--- src/rtl/sdram_dma_pkg.sv ---
// ---------------------------------------------------------------------------
// sdram_dma_pkg
// Shared definitions for the sector DMA sequencer:
//   - dma_state_t : sequencer state encoding
//   - DIR_*       : transfer direction encoding of the dir input
//   - lane()      : top bit of the 8-bit lane holding byte i of a dword
//                   (big-endian: byte 0 sits in [31:24])
// ---------------------------------------------------------------------------
package sdram_dma_pkg;

    typedef enum logic [2:0] {
        S_IDLE,
        S_FETCH,
        S_WREQ,
        S_WWAIT,
        S_RREQ,
        S_RWAIT,
        S_STORE,
        S_FIN
    } dma_state_t;

    localparam logic DIR_TO_SDRAM = 1'b0;
    localparam logic DIR_TO_BUF   = 1'b1;

    // lane(i) = 31 - 8*i, i in 0..3
    function automatic logic [4:0] lane(input logic [1:0] i);
        return 5'd31 - {i, 3'b000};
    endfunction

endpackage

--- src/rtl/dma_pack32.sv ---
// ---------------------------------------------------------------------------
// dma_pack32
// Collects four bytes into one big-endian dword for an SDRAM write.
// Ports:
//   clk, reset  : clock, asynchronous active-high reset
//   clear_i     : restart packing at byte 0 (word contents are kept)
//   load_i      : byte_i is the next byte of the dword
//   byte_i      : byte to store
//   word_o      : packed dword; stable while no byte is loaded
//   full_o      : four bytes have been loaded since the last clear
// ---------------------------------------------------------------------------
module dma_pack32
    import sdram_dma_pkg::*;
(
    input  logic        clk,
    input  logic        reset,
    input  logic        clear_i,
    input  logic        load_i,
    input  logic [7:0]  byte_i,
    output logic [31:0] word_o,
    output logic        full_o
);

    logic [2:0]  cnt_q;
    logic [31:0] word_q;

    assign full_o = (cnt_q == 3'd4);
    assign word_o = word_q;

    // Clearing only rewinds the count, so the dword presented to the
    // arbiter stays intact while the sequencer waits outside FETCH.
    always_ff @(posedge clk or posedge reset) begin
        if (reset) begin
            cnt_q  <= '0;
            word_q <= '0;
        end else if (clear_i) begin
            cnt_q <= '0;
        end else if (load_i && !full_o) begin
            word_q[lane(cnt_q[1:0]) -: 8] <= byte_i;
            cnt_q                         <= cnt_q + 3'd1;
        end
    end

endmodule

--- src/rtl/sdram_sector_dma.sv ---
// ---------------------------------------------------------------------------
// sdram_sector_dma
// Copies one disk sector between the byte-wide sector buffer and SDRAM via
// the disk port of the SDRAM arbiter.
//   dir=0 : buffer -> SDRAM, aligned big-endian dword writes
//   dir=1 : SDRAM -> buffer, byte reads (any base alignment)
// Ports:
//   clk, reset          : clock, asynchronous active-high reset
//   start, dir,         : transfer request; dir/base_adrs sampled on start,
//   base_adrs             start ignored while busy
//   busy, done, error   : status; done/error are one-cycle pulses
//   buf_addr, buf_q,    : sector buffer port (buf_q valid one cycle after
//   buf_d, buf_we         buf_addr)
//   disk_adrs,          : arbiter request address and write data
//   disk_data_i
//   disk_data_o         : arbiter read data, only [7:0] meaningful
//   disk_write/read     : one-cycle request strobes
//   disk_halfword/byte  : access size qualifiers
//   disk_ram_busy       : arbiter busy, includes the current request
// ---------------------------------------------------------------------------
module sdram_sector_dma
    import sdram_dma_pkg::*;
#(
    parameter int DISK_ABUS_WIDTH = 23,
    parameter int SECTOR_BYTES    = 512,
    parameter int BUF_AW          = 9,
    parameter int TIMEOUT         = 1023
) (
    input  logic                       clk,
    input  logic                       reset,
    input  logic                       start,
    input  logic                       dir,
    input  logic [DISK_ABUS_WIDTH-1:0] base_adrs,
    output logic                       busy,
    output logic                       done,
    output logic                       error,
    output logic [BUF_AW-1:0]          buf_addr,
    input  logic [7:0]                 buf_q,
    output logic [7:0]                 buf_d,
    output logic                       buf_we,
    output logic [DISK_ABUS_WIDTH-1:0] disk_adrs,
    output logic [31:0]                disk_data_i,
    input  logic [31:0]                disk_data_o,
    output logic                       disk_write,
    output logic                       disk_read,
    output logic                       disk_halfword,
    output logic                       disk_byte,
    input  logic                       disk_ram_busy
);

    localparam int TMO_W = $clog2(TIMEOUT + 1);
    localparam logic [TMO_W-1:0]  TMO_LAST    = TMO_W'(TIMEOUT - 1);
    // k of the final dword / final byte; the increment from here wraps k.
    localparam logic [BUF_AW-1:0] K_LAST_WORD = BUF_AW'(SECTOR_BYTES - 4);
    localparam logic [BUF_AW-1:0] K_LAST_BYTE = BUF_AW'(SECTOR_BYTES - 1);

    dma_state_t                 state_q;
    logic [BUF_AW-1:0]          k_q;
    logic [DISK_ABUS_WIDTH-1:0] base_q;
    logic [2:0]                 fcnt_q;
    logic [TMO_W-1:0]           tmo_q;
    logic                       busy_q;
    logic                       done_q;
    logic                       error_q;
    logic [BUF_AW-1:0]          buf_addr_q;
    logic [7:0]                 buf_d_q;
    logic                       buf_we_q;
    logic [DISK_ABUS_WIDTH-1:0] disk_adrs_q;
    logic                       disk_write_q;
    logic                       disk_read_q;
    logic                       disk_byte_q;

    logic [BUF_AW-1:0]          k_plus1_d;
    logic [BUF_AW-1:0]          k_plus4_d;
    logic [DISK_ABUS_WIDTH-1:0] adrs_k_d;
    logic [DISK_ABUS_WIDTH-1:0] adrs_k1_d;
    logic                       pack_clear;
    logic                       pack_load;
    logic                       pack_full;
    logic                       unused_rdata;

    assign k_plus1_d = k_q + BUF_AW'(1);
    assign k_plus4_d = k_q + BUF_AW'(4);
    assign adrs_k_d  = base_q + DISK_ABUS_WIDTH'(k_q);
    assign adrs_k1_d = base_q + DISK_ABUS_WIDTH'(k_plus1_d);

    // The arbiter only returns a byte; upper lanes are don't-care.
    assign unused_rdata = ^disk_data_o[31:8];

    // fcnt_q counts buffer addresses issued; the byte for an address
    // arrives one cycle later, so loading starts from the second cycle.
    assign pack_clear = (state_q != S_FETCH);
    assign pack_load  = (state_q == S_FETCH) && (fcnt_q != 3'd0);

    dma_pack32 u_pack (
        .clk     (clk),
        .reset   (reset),
        .clear_i (pack_clear),
        .load_i  (pack_load),
        .byte_i  (buf_q),
        .word_o  (disk_data_i),
        .full_o  (pack_full)
    );

    assign busy          = busy_q;
    assign done          = done_q;
    assign error         = error_q;
    assign buf_addr      = buf_addr_q;
    assign buf_d         = buf_d_q;
    assign buf_we        = buf_we_q;
    assign disk_adrs     = disk_adrs_q;
    assign disk_write    = disk_write_q;
    assign disk_read     = disk_read_q;
    assign disk_byte     = disk_byte_q;
    assign disk_halfword = 1'b0;

    // Request strobes, buf_we, done and error default low every cycle and
    // are set on the transition into the state where they must be seen,
    // which keeps each of them to a single-cycle pulse.
    always_ff @(posedge clk or posedge reset) begin
        if (reset) begin
            state_q      <= S_IDLE;
            k_q          <= '0;
            base_q       <= '0;
            fcnt_q       <= '0;
            tmo_q        <= '0;
            busy_q       <= 1'b0;
            done_q       <= 1'b0;
            error_q      <= 1'b0;
            buf_addr_q   <= '0;
            buf_d_q      <= '0;
            buf_we_q     <= 1'b0;
            disk_adrs_q  <= '0;
            disk_write_q <= 1'b0;
            disk_read_q  <= 1'b0;
            disk_byte_q  <= 1'b0;
        end else begin
            done_q       <= 1'b0;
            error_q      <= 1'b0;
            buf_we_q     <= 1'b0;
            disk_write_q <= 1'b0;
            disk_read_q  <= 1'b0;
            disk_byte_q  <= 1'b0;

            case (state_q)
                S_IDLE: begin
                    if (start) begin
                        if (dir == DIR_TO_SDRAM && base_adrs[1:0] != 2'b00) begin
                            error_q <= 1'b1;
                        end else begin
                            base_q <= base_adrs;
                            k_q    <= '0;
                            busy_q <= 1'b1;
                            if (dir == DIR_TO_BUF) begin
                                state_q     <= S_RREQ;
                                disk_adrs_q <= base_adrs;
                                disk_read_q <= 1'b1;
                                disk_byte_q <= 1'b1;
                            end else begin
                                state_q    <= S_FETCH;
                                buf_addr_q <= '0;
                                fcnt_q     <= '0;
                            end
                        end
                    end
                end

                S_FETCH: begin
                    if (pack_full) begin
                        state_q      <= S_WREQ;
                        disk_adrs_q  <= adrs_k_d;
                        disk_write_q <= 1'b1;
                    end else begin
                        if (fcnt_q < 3'd3) begin
                            buf_addr_q <= buf_addr_q + BUF_AW'(1);
                        end
                        if (fcnt_q != 3'd4) begin
                            fcnt_q <= fcnt_q + 3'd1;
                        end
                    end
                end

                S_WREQ: begin
                    state_q <= S_WWAIT;
                    tmo_q   <= '0;
                end

                S_WWAIT: begin
                    if (!disk_ram_busy) begin
                        k_q <= k_plus4_d;
                        if (k_q == K_LAST_WORD) begin
                            state_q <= S_FIN;
                            done_q  <= 1'b1;
                        end else begin
                            state_q    <= S_FETCH;
                            buf_addr_q <= k_plus4_d;
                            fcnt_q     <= '0;
                        end
                    end else if (tmo_q == TMO_LAST) begin
                        state_q <= S_IDLE;
                        busy_q  <= 1'b0;
                        error_q <= 1'b1;
                    end else begin
                        tmo_q <= tmo_q + TMO_W'(1);
                    end
                end

                S_RREQ: begin
                    state_q <= S_RWAIT;
                    tmo_q   <= '0;
                end

                S_RWAIT: begin
                    if (!disk_ram_busy) begin
                        state_q    <= S_STORE;
                        buf_d_q    <= disk_data_o[7:0];
                        buf_addr_q <= k_q;
                        buf_we_q   <= 1'b1;
                    end else if (tmo_q == TMO_LAST) begin
                        state_q <= S_IDLE;
                        busy_q  <= 1'b0;
                        error_q <= 1'b1;
                    end else begin
                        tmo_q <= tmo_q + TMO_W'(1);
                    end
                end

                S_STORE: begin
                    k_q <= k_plus1_d;
                    if (k_q == K_LAST_BYTE) begin
                        state_q <= S_FIN;
                        done_q  <= 1'b1;
                    end else begin
                        state_q     <= S_RREQ;
                        disk_adrs_q <= adrs_k1_d;
                        disk_read_q <= 1'b1;
                        disk_byte_q <= 1'b1;
                    end
                end

                S_FIN: begin
                    state_q <= S_IDLE;
                    busy_q  <= 1'b0;
                end

                default: begin
                    state_q <= S_IDLE;
                    busy_q  <= 1'b0;
                end
            endcase
        end
    end

endmodule

--- config.mk ---
export PLATFORM = sky130hd
export DESIGN_NAME = sdram_sector_dma
export DESIGN_NICKNAME = d
export VERILOG_FILES = /design/src/rtl/sdram_dma_pkg.sv /design/src/rtl/dma_pack32.sv /design/src/rtl/sdram_sector_dma.sv
export SDC_FILE = /design/constraint.sdc
export NUM_CORES = 1
export LEC_CHECK = 0
export ABC_AREA = 1
export BUFFER_PORTS_ARGS = -buffer_cell sky130_fd_sc_hd__buf_4
export CORE_ASPECT_RATIO = 1.5
export CORE_UTILIZATION = 56
export CTS_CLUSTER_SIZE = 30
export DETAILED_ROUTE_END_ITERATION = 8
export PLACE_DENSITY = 0.83
export SYNTH_ARGS = -nofsm -noshare
export SYNTH_HDL_FRONTEND = slang
export SYNTH_HIERARCHICAL = 1
export SYNTH_SLANG_ARGS = --single-unit
--- constraint.sdc ---
create_clock -name clk -period 3.65 [get_ports clk]
set_input_delay 0.73 -clock clk [delete_from_list [all_inputs] [get_ports clk]]
set_output_delay 0.73 -clock clk [all_outputs]
set_load 0.005 [all_outputs]
Word-level counts from Yosys, hierarchy flattened
Cells that the tools add are included.
Widths: inputs -> output; s select.
- latch bits: 0
- word-level logic and storage cells: 153
- memories: 0
- register bits after elaboration: 129
- RAM bits: 0
- ROM bits: 0
- output and inout bits: 80
- multiplexer cells: 66
- reduce and logical (&&, ||, !) cells: 26
- equality and inequality tests: 28
- multiply operators: 0
- $add $sub $neg: 10
- divide/modulo/power cells: 0
- bitwise gates (word level): 4
- $lt $le $gt $ge: 1
- shift operators: 2
- operators with widths (kind ; count):
    $mux 23 ; 5
    $mux 9 ; 11
    $pmux 23 s3 ; 1
    $mux 3 ; 17
    $add 23x9->23 ; 2
    $shift 8x7->39 const A ; 1
    $shiftx 8x7->39 ; 1
    $pmux 9 s4 ; 1
    $bwmux 32 ; 1
    $pmux 9 s3 ; 1
    $pmux 3 s8 ; 1
    $mux 10 ; 2
    $ne 2x2->1 const B ; 10
    $pmux 10 s2 ; 1
    $mux 1 ; 19
    $add 9x1->9 const B ; 2
    $eq 9x9->1 const B ; 2
    $eq 3x3->1 const B ; 5
    $reduce_bool 3->1 ; 5
    $add 10x1->10 const B ; 1
    $eq 10x10->1 const B ; 1
    $ne 2x1->1 const B ; 5
    $add 9x3->9 const B ; 1
    $pmux 3 s3 ; 1
    25 further kinds ; 40

Depth between registers and ports, before layout
Gate-level depths: netlist of run 1.
- depth after elaboration: 5
- gate-level depth with buffers: 21

Hierarchy
The synthesis of run 1 kept the hierarchy.
- modules (own cells, without submodules) (module ; cells an instance ; instances ; seq. area each (um^2) ; area each (um^2)):
    sdram_sector_dma ; 856 ; 1 ; 2352.3 ; 5964.5
    dma_pack32 ; 213 ; 1 ; 875.8 ; 1783.0

Worst setup path before layout of run 1
Ideal clock, no wire load.
- kind: reg2reg
- start: register state_q[0]
- end: register disk_adrs_q[22], in the netlist disk_adrs[22]
- path buffers: 1
- setup slack: 1084 ps
- required time: 3534 ps
- stages on the path, launching flop included: 19
- arrival: 2450 ps
- clock period less this slack: 2566 ps
- cell sequence: dfrtp_1 -> inv_2 -> nand2_1 -> nor2_4 -> buf_2 -> ha_1 -> inv_1 -> ha_1 -> fa_1 -> nand3_1 -> nand3_1 -> nand2_1 -> nand2_1 -> nand2_1 -> nand2_1 -> nand2_1 -> nand3_1 -> nand2_1 -> nand2_1
- cells in the longest elaborated chain, start to end: 3
- ends and longest elaborated chain (what ; RTL line ; text):
    start: declaration ; sdram_sector_dma.sv:57 ; dma_state_t state_q;
    start signal: assignment ; sdram_sector_dma.sv:122 ; state_q <= S_IDLE;
    start signal: assignment ; sdram_sector_dma.sv:155 ; state_q <= S_RREQ;
    start signal: assignment ; sdram_sector_dma.sv:160 ; state_q <= S_FETCH;
    $eq 3x3->1 (tied with other cells) ; sdram_sector_dma.sv:145 ; case (state_q)
    $ne 2x2->1 (no source line) (tied with other cells) ; -- ;
    $reduce_and 6->1 (no source line) ; -- ;
    end signal: assignment ; sdram_sector_dma.sv:156 ; disk_adrs_q <= base_adrs;
    end signal: assignment ; sdram_sector_dma.sv:171 ; disk_adrs_q <= adrs_k_d;
    end signal: assignment ; sdram_sector_dma.sv:235 ; disk_adrs_q <= adrs_k1_d;
    end: declaration ; sdram_sector_dma.sv:68 ; logic [DISK_ABUS_WIDTH-1:0] disk_adrs_q;
Several ways; a longest one is shown, not always the timed one.
A chain may end at the register's enable or synchronous reset.

Worst setup path in the final report of run 1
- start: register k_q[2]
- end: register disk_adrs_q[17], in the netlist disk_adrs[17]
- cells in the longest elaborated chain, start to end: 4
- ends and longest elaborated chain (what ; RTL line ; text):
    start: declaration ; sdram_sector_dma.sv:58 ; logic [BUF_AW-1:0] k_q;
    start signal: assignment ; sdram_sector_dma.sv:190 ; k_q <= k_plus4_d;
    start signal: assignment ; sdram_sector_dma.sv:229 ; k_q <= k_plus1_d;
    $add 9x1->9 ; sdram_sector_dma.sv:82 ; assign k_plus1_d = k_q + BUF_AW'(1);
    $add 23x9->23 ; sdram_sector_dma.sv:85 ; assign adrs_k1_d = base_q + DISK_ABUS_WIDTH'(k_plus1_d);
    $mux 23 ; sdram_sector_dma.sv:230 ; if (k_q == K_LAST_BYTE) begin
    $pmux 23 s3 ; sdram_sector_dma.sv:145 ;
Several ways; a longest one is shown, not always the timed one. The select of a mux whose other input is x is not followed.

==> out/metrics.cfg, run 1 <==
[outcome]
status = finished, violations left
violations = design-rule violations

[worst_hold_path]
holdCritPathClass = primary input to async pin

[timing]
period_minus_slack_ns = 3.11
skew_ns = 0.00862
fin_setup_tns_ns = 0
fin_crit_sh_pct = 85.2
max_freq_ghz = 0.321
tightest_slew_ns = 0.902
report.final.slew_viol_count = 0
finalHoldViolCount = 0
hold_slack_ns = 0.423
relSlewSlack_pct = 39.9
setup_viol = 0
rsz0062_at_grt = no

[power]
p_switching_mw = 3.02
p_seq_share_pct = 33.2
sw_frac_of_total_pct = 42.7
power_frac_clock_pct = 23.2
p_leak_nw = 4.75
internal-power_mw = 4.05
power_density_nw_per_um2 = 762
ir_worst_vdd_mv = 0.393
p_comb_share_pct = 43.6

[worst_setup_path]
cp.required_ns = 3.97
setup.worst_path.start_class = register
critical_path.cell_chain = ha_1 -> nand2_1 -> inv_1 -> nand3b_1 -> nor2_1 -> ha_1 -> nand2_1 -> o21ai_0 -> ha_1 -> nand2_1 -> nor2_1 -> nand3_1 -> nand3_1 -> nand2_1 -> nand2_1 -> nand3_1 -> nand2_1 -> nand2_1
ff2ff_setup_slack_ns = 0.54
crit_buf_inv = 1
critPathCaptureType = register
crit_path_max_incr_delay_ns = 0.45
crit_slowest_cell = dfrtp_1
crit_top_cell = nand2_1
critPathMaxFanout = 7
worstPathArrival_ns = 3.43
criticalPathCategory = register to register
critical-path-top-delay-family = simple AND/OR/NAND/NOR gates

[floorplanning]
num_io_pins = 148
rows = 52
core_area_um2 = 13500
start_util_pct = 57.5
die_h_um = 146
die_x_um = 98.0
die-area_um2 = 14300

[final_layout]
fin_cells = 1361
final_cell_mix = nand2_1, dfrtp_1, buf_4
drive_above_1_share_pct = 18.1
area_delta_synth_final_pct = 19.7
diodes = 0
postLayoutCellArea_um2 = 9280
fillCellCount = 1117
nNetsFinal = 1278
layout.cells.most_common = nand2_1
final_util_pct = 68.9

[drt]
ant_nets = 0
drt_iter0_drc = 423
vias = 7310
viasPerCell = 5.37
dr.pass1.iters = 8
wl_um = 19300
wl_per_cell_um = 14.1
route.detailed.drc = 5

[flow_run]
cap_violations = 0

[synthesis]
synth_area_um2 = 7750
yosys.area.top_type = dfrtp_1
synthesis.nets = 1161
synth.top_cell.area_share_pct = 41.7
async_flop_share_pct = 100
ys_top_cells_by_area = dfrtp_1, nand2_1, inv_1
yosys_warnings = 6
yosys_register_bits = 129
synth-edff-count = 0
synth.distinct_cells = 46
ys.flop_type = dfrtp_1
syn_area_per_cell_um2 = 7.25
synth_cells = 1069
synth_seq_area_share_pct = 41.7

[global_route]
grt_max_degree = 62
grt_pass1_wl_um = 32400
grt_usage_pct = 28.2
first_global_vias = 6922
antenna_found_initial = 0
grt.overflow.total = 0

[clocking]
clk_latency_ns = 0.43
cts-resized-gates = 0
cts_root_buf = clkbuf_16
cts_hold_buffers = 0
cts_tree = yes
cts_buffer_depth = 2
cts.clk_slew.worst_paths_ns = 0.06
numCtsBuffers = 17
cts.sinks = 129
ctsHtreeMaxLevel = 4
postCtsSetupBuffers = 0

[placement]
routabilityCongestion = 0.927
numPortBuffers = 122
dp_hpwl_um = 14100
placed_cell_area_um2 = 8710
dpl.cell_count = 1329

[power groups by stage]
| stage | Combinational (mW) | Sequential [mW] | Clock (mW) |
|---|---|---|---|
| global placement | 3.01 | 2.35 | 0 |
| floorplan | 2.17 | 2.27 | 0 |
| CTS | 3.09 | 2.34 | 1.65 |
| global route | 3.50 | 2.41 | 1.71 |
| detailed placement | 3.08 | 2.35 | 0 |
| finish | 3.08 | 2.35 | 1.64 |
[kinds of logic (layout without fill, tap and decap cells)]
group	count (synthesis)	after routing	share of synthesized area, %
compound gates	133	133	9.71
xor+xnor	9	9	1.02
fa+ha+maj	24	24	3.97
buf+inv	146	276	8.35
flops	129	129	41.7
other cells	1	1	0.0484
simple gates	627	627	35.2
[worst paths after layout]
| path | from | endpoint | depth (start not counted) |
|---|---|---|---|
| worst min-delay path | reset | u_pack/word_o[27] | 3 |
| max in group asynchronous | reset | base_q[20] | 3 |
| min in group clk | buf_d[7] | buf_d[7] | 2 |
| worst max register to register | k_q[2] | disk_adrs[17] | 18 |
| worst min register to register | buf_d[7] | buf_d[7] | 2 |
| worst max-delay path | k_q[2] | disk_adrs[17] | 18 |
[flip-flops by register name, indices dropped and copies added, names as in the netlist, 3 cells and up]
| signal | count |
|---|---|
| buf_d | 8 |
| buf_addr | 9 |
| fcnt_q | 3 |
| k_q | 9 |
| state_q | 3 |
| disk_adrs | 23 |
| base_q | 23 |
| u_pack/word_o | 32 |
| tmo_q | 10 |
| u_pack/cnt_q | 3 |
[worst register-to-register path: cells and delay by family (launching register included)]
kind	cells	cell delay, ns
compound gates	1	0.15
fa+ha+maj	3	0.85
buf+inv	1	0.10
flops	1	0.45
simple gates	13	1.46
[layout make-up]
type	instances	area (um^2)	share of cell area (%)
Multi-Input combinational cell	794	3870	41.8
Sequential cell	129	3230	34.8
Timing Repair Buffer	128	961	10.4
Inverter	116	448	4.83
Clock buffer	18	429	4.63
Tap cell	162	203	2.19
Clock inverter	14	131	1.42
[metrics by stage]
| step | setup slack (ns) | power [mW] |
|---|---|---|
| after floorplan | 0.471 | 4.44 |
| after detailed placement | 0.584 | 5.43 |
| after global placement | 0.657 | 5.35 |
| after global routing | 0.305 | 7.62 |
| final | 0.539 | 7.07 |
| after CTS | 0.588 | 7.08 |
[layer usage]
metal	GRT usage (%)	routed length (um)	vias up
met2	47.3	9900	224
met1	34.9	7810	3394
li1	-	-	3652
met4	13.8	446	0
met5	0	0	-
met3	5.12	1100	40
[Yosys cell counts (all sizes together), types with 2 or more instances]
cell    instances
nand4          18
nand2         398
a31oi           8
inv           116
buf            30
xor2            7
nor2           98
and2            2
nand3b          2
o211ai          4
o21ai          77
ha             23
or2             5
xnor2           2
dfrtp         129
a21oi          34
o21bai          3
nor3           36
nand3          67
o22ai           2
Power figures use the tool's default switching activity.
==> run 2: changes to the inputs <==
- ABC_AREA: 1 -> default
==> run 2 against run 1 <==
  * The run now ends clean
  * First-iteration DRC count decreased by 16%
  * Die area decreased by 4.0%
  * Synthesized cell count decreased by 27%
  * Cell count decreased by 21%
  * Via count decreased by 10%
  * Total power increased by 2.0%
  * Clock skew decreased by 0.0010 ns
  * Critical path type unchanged
  * Critical endpoint is now disk_adrs[15]
  * Largest cell class unchanged
==> out/metrics.cfg, run 2 <==
[timing]
fin_crit_sh_pct = 90.1
rsz0062_at_grt = no
hold_slack_ns = 0.194
fin_setup_tns_ns = 0
skew_ns = 0.00759
period_minus_slack_ns = 3.29
relSlewSlack_pct = 41.8
report.final.slew_viol_count = 0
max_freq_ghz = 0.304
finalHoldViolCount = 0
setup_ws_ns = 0.361
setup_viol = 0
tightest_slew_ns = 0.873

[clocking]
cts-resized-gates = 0
cts_root_buf = clkbuf_16
cts_tree = yes
cts_buffer_depth = 2
cts.clk_slew.worst_paths_ns = 0.06
clk_latency_ns = 0.42
cts.sinks = 129
postCtsSetupBuffers = 0
numCtsBuffers = 17
ctsHtreeMaxLevel = 4
cts_hold_buffers = 0

[power]
power.total_mw = 7.21
power_density_nw_per_um2 = 796
internal-power_mw = 4.29
sw_frac_of_total_pct = 40.5
p_switching_mw = 2.92
ir_worst_vdd_mv = 0.452
power_frac_clock_pct = 23.0
p_comb_share_pct = 44.1
p_seq_share_pct = 32.9
p_leak_nw = 4.33

[final_layout]
diodes = 0
final_cell_mix = buf_4, dfrtp_1, nand2_1
postLayoutCellArea_um2 = 9050
drive_above_1_share_pct = 25.4
largest_reg_flops = 32
final_util_pct = 69.9
layout.cells.most_common = buf_4
nNetsFinal = 990
area_delta_synth_final_pct = 21.8
fin_cells = 1070

[worst_setup_path]
r2r-start = k_q[2]
worstPathArrival_ns = 3.64
critPathCaptureType = register
cp.required_ns = 4.00
criticalPathCategory = register to register
reg2reg_depth = 12
critPathMaxFanout = 9
ff2ff_setup_slack_ns = 0.36
r2r_end = disk_adrs[15]
setup.worst_path.start_class = register

[placement]
routabilityCongestion = 0.917
numPortBuffers = 122
placed_cell_area_um2 = 8480
dpl.cell_count = 1038
pre_cts_slack_ns = 0.403
dp_hpwl_um = 13600

[outcome]
status = complete, no violations

[drt]
wl_um = 19200
vias = 6560
wl_per_cell_um = 18.0
ant_nets = 0
dr.pass1.iters = 5
viasPerCell = 6.13
drt_iter0_drc = 354
route.detailed.drc = 0

[synthesis]
synth-xor-area-share_pct = 2.22
muxShareOfSynthArea_pct = 9.78
async_flop_share_pct = 100
synth-edff-count = 0
ys.flop_type = dfrtp_1
syn_area_per_cell_um2 = 9.50
yosys.area_share.simple_pct = 20.2
yosys.area.top_type = dfrtp_1
synth.distinct_cells = 80
synth_seq_area_share_pct = 43.4
yosys_warnings = 6
ys_top_cells_by_area = dfrtp_1, mux2_2, nand2_1
yosys-top-cells-count = dfrtp_1, nand2_1, nand3_1
synth_top_family_by_area = simple AND/OR/NAND/NOR gates
yosys_register_bits = 129
yosysMostFrequentCell = dfrtp_1
synth-compound-area-share_pct = 15.3
synth_area_um2 = 7430
synthesis.nets = 874
synthAdderAreaFrac_pct = 4.14
synth.top_cell.area_share_pct = 43.4
synth_cells = 782

[floorplanning]
num_io_pins = 148
rows = 51
die-area_um2 = 13700
start_util_pct = 57.4
die_h_um = 143
core_area_um2 = 13000
die_x_um = 96.1

[global_route]
first_global_vias = 6471
grt_pass1_wl_um = 31100
grt_usage_pct = 29.3
grt_max_degree = 52
antenna_found_initial = 0
grt.overflow.total = 0

[flow_run]
cap_violations = 0

[worst_hold_path]
holdCritPathClass = primary input to async pin

run 2: cell count changes in the layout (fill, tap and decap cells not counted), moves of 12 or more:
cell	change
inv_1	-66
nand2_1	-300
o31ai_1	+12
and3_1	+20
nor2_1	-52
o21ai_0	-30
nand3_1	-20
mux2i_1	+25
mux2_2	+39
run 2: cells by family after synthesis:
| kind of cell | after synthesis |
|---|---|
| xor+xnor | 18 |
| fa+ha+maj | 24 |
| other cells | 1 |
| compound gates | 172 |
| mux | 66 |
| simple gates | 287 |
| buf+inv | 85 |
| flops | 129 |
run 2: worst max path at each step:
stage	depth (start not counted)	start	end	slack, ns
2_1_floorplan	13	state_q[0]	disk_adrs[18]	0.33
3_3_place_gp	11	k_q[2]	disk_adrs[19]	0.45
3_5_place_dp	12	k_q[2]	disk_adrs[13]	0.40
4_1_cts	12	k_q[2]	disk_adrs[15]	0.39
5_1_grt	12	k_q[2]	disk_adrs[15]	0.12
6_report	12	k_q[2]	disk_adrs[15]	0.36
run 2: per-layer routing:
layer / global-route usage (%) / up-vias / share of wire, %
met1: 33.0 / 3189 / 38
met2: 51.2 / 256 / 52
met4: 13.8 / 0 / 3.3
met3: 6.76 / 56 / 5.9
li1: - / 3059 / -
met5: 0 / - / 0
run 2: final cells by class:
class,count,area (um^2)
Inverter,43,164
Clock buffer,17,425
Multi-Input combinational cell,568,3850
Timing Repair Buffer,139,1040
Tap cell,159,199
Fill cell,1011,3900
Clock inverter,15,146
Sequential cell,129,3230
run 2: worst max-delay path, stage by stage, from the launching register on:
cell and delay, ns:
dfrtp_1 0.49, ha_1 0.26, and4_1 0.27, and3_1 0.21
ha_1 0.28, nand2_1 0.07, nand2_1 0.05, ha_1 0.41
o211ai_1 0.13, nor2_1 0.16, a31oi_1 0.27, or4_1 0.55
nand3_1 0.09
run 2: power groups by stage:
stage / combinational (mW) / sequential, mW / clock [mW]
2_1_floorplan: 2.16 / 2.28 / 0
3_3_place_gp: 3.04 / 2.37 / 0
3_5_place_dp: 3.12 / 2.39 / 0
4_1_cts: 3.17 / 2.37 / 1.67
5_1_grt: 3.50 / 2.45 / 1.74
6_report: 3.18 / 2.38 / 1.66
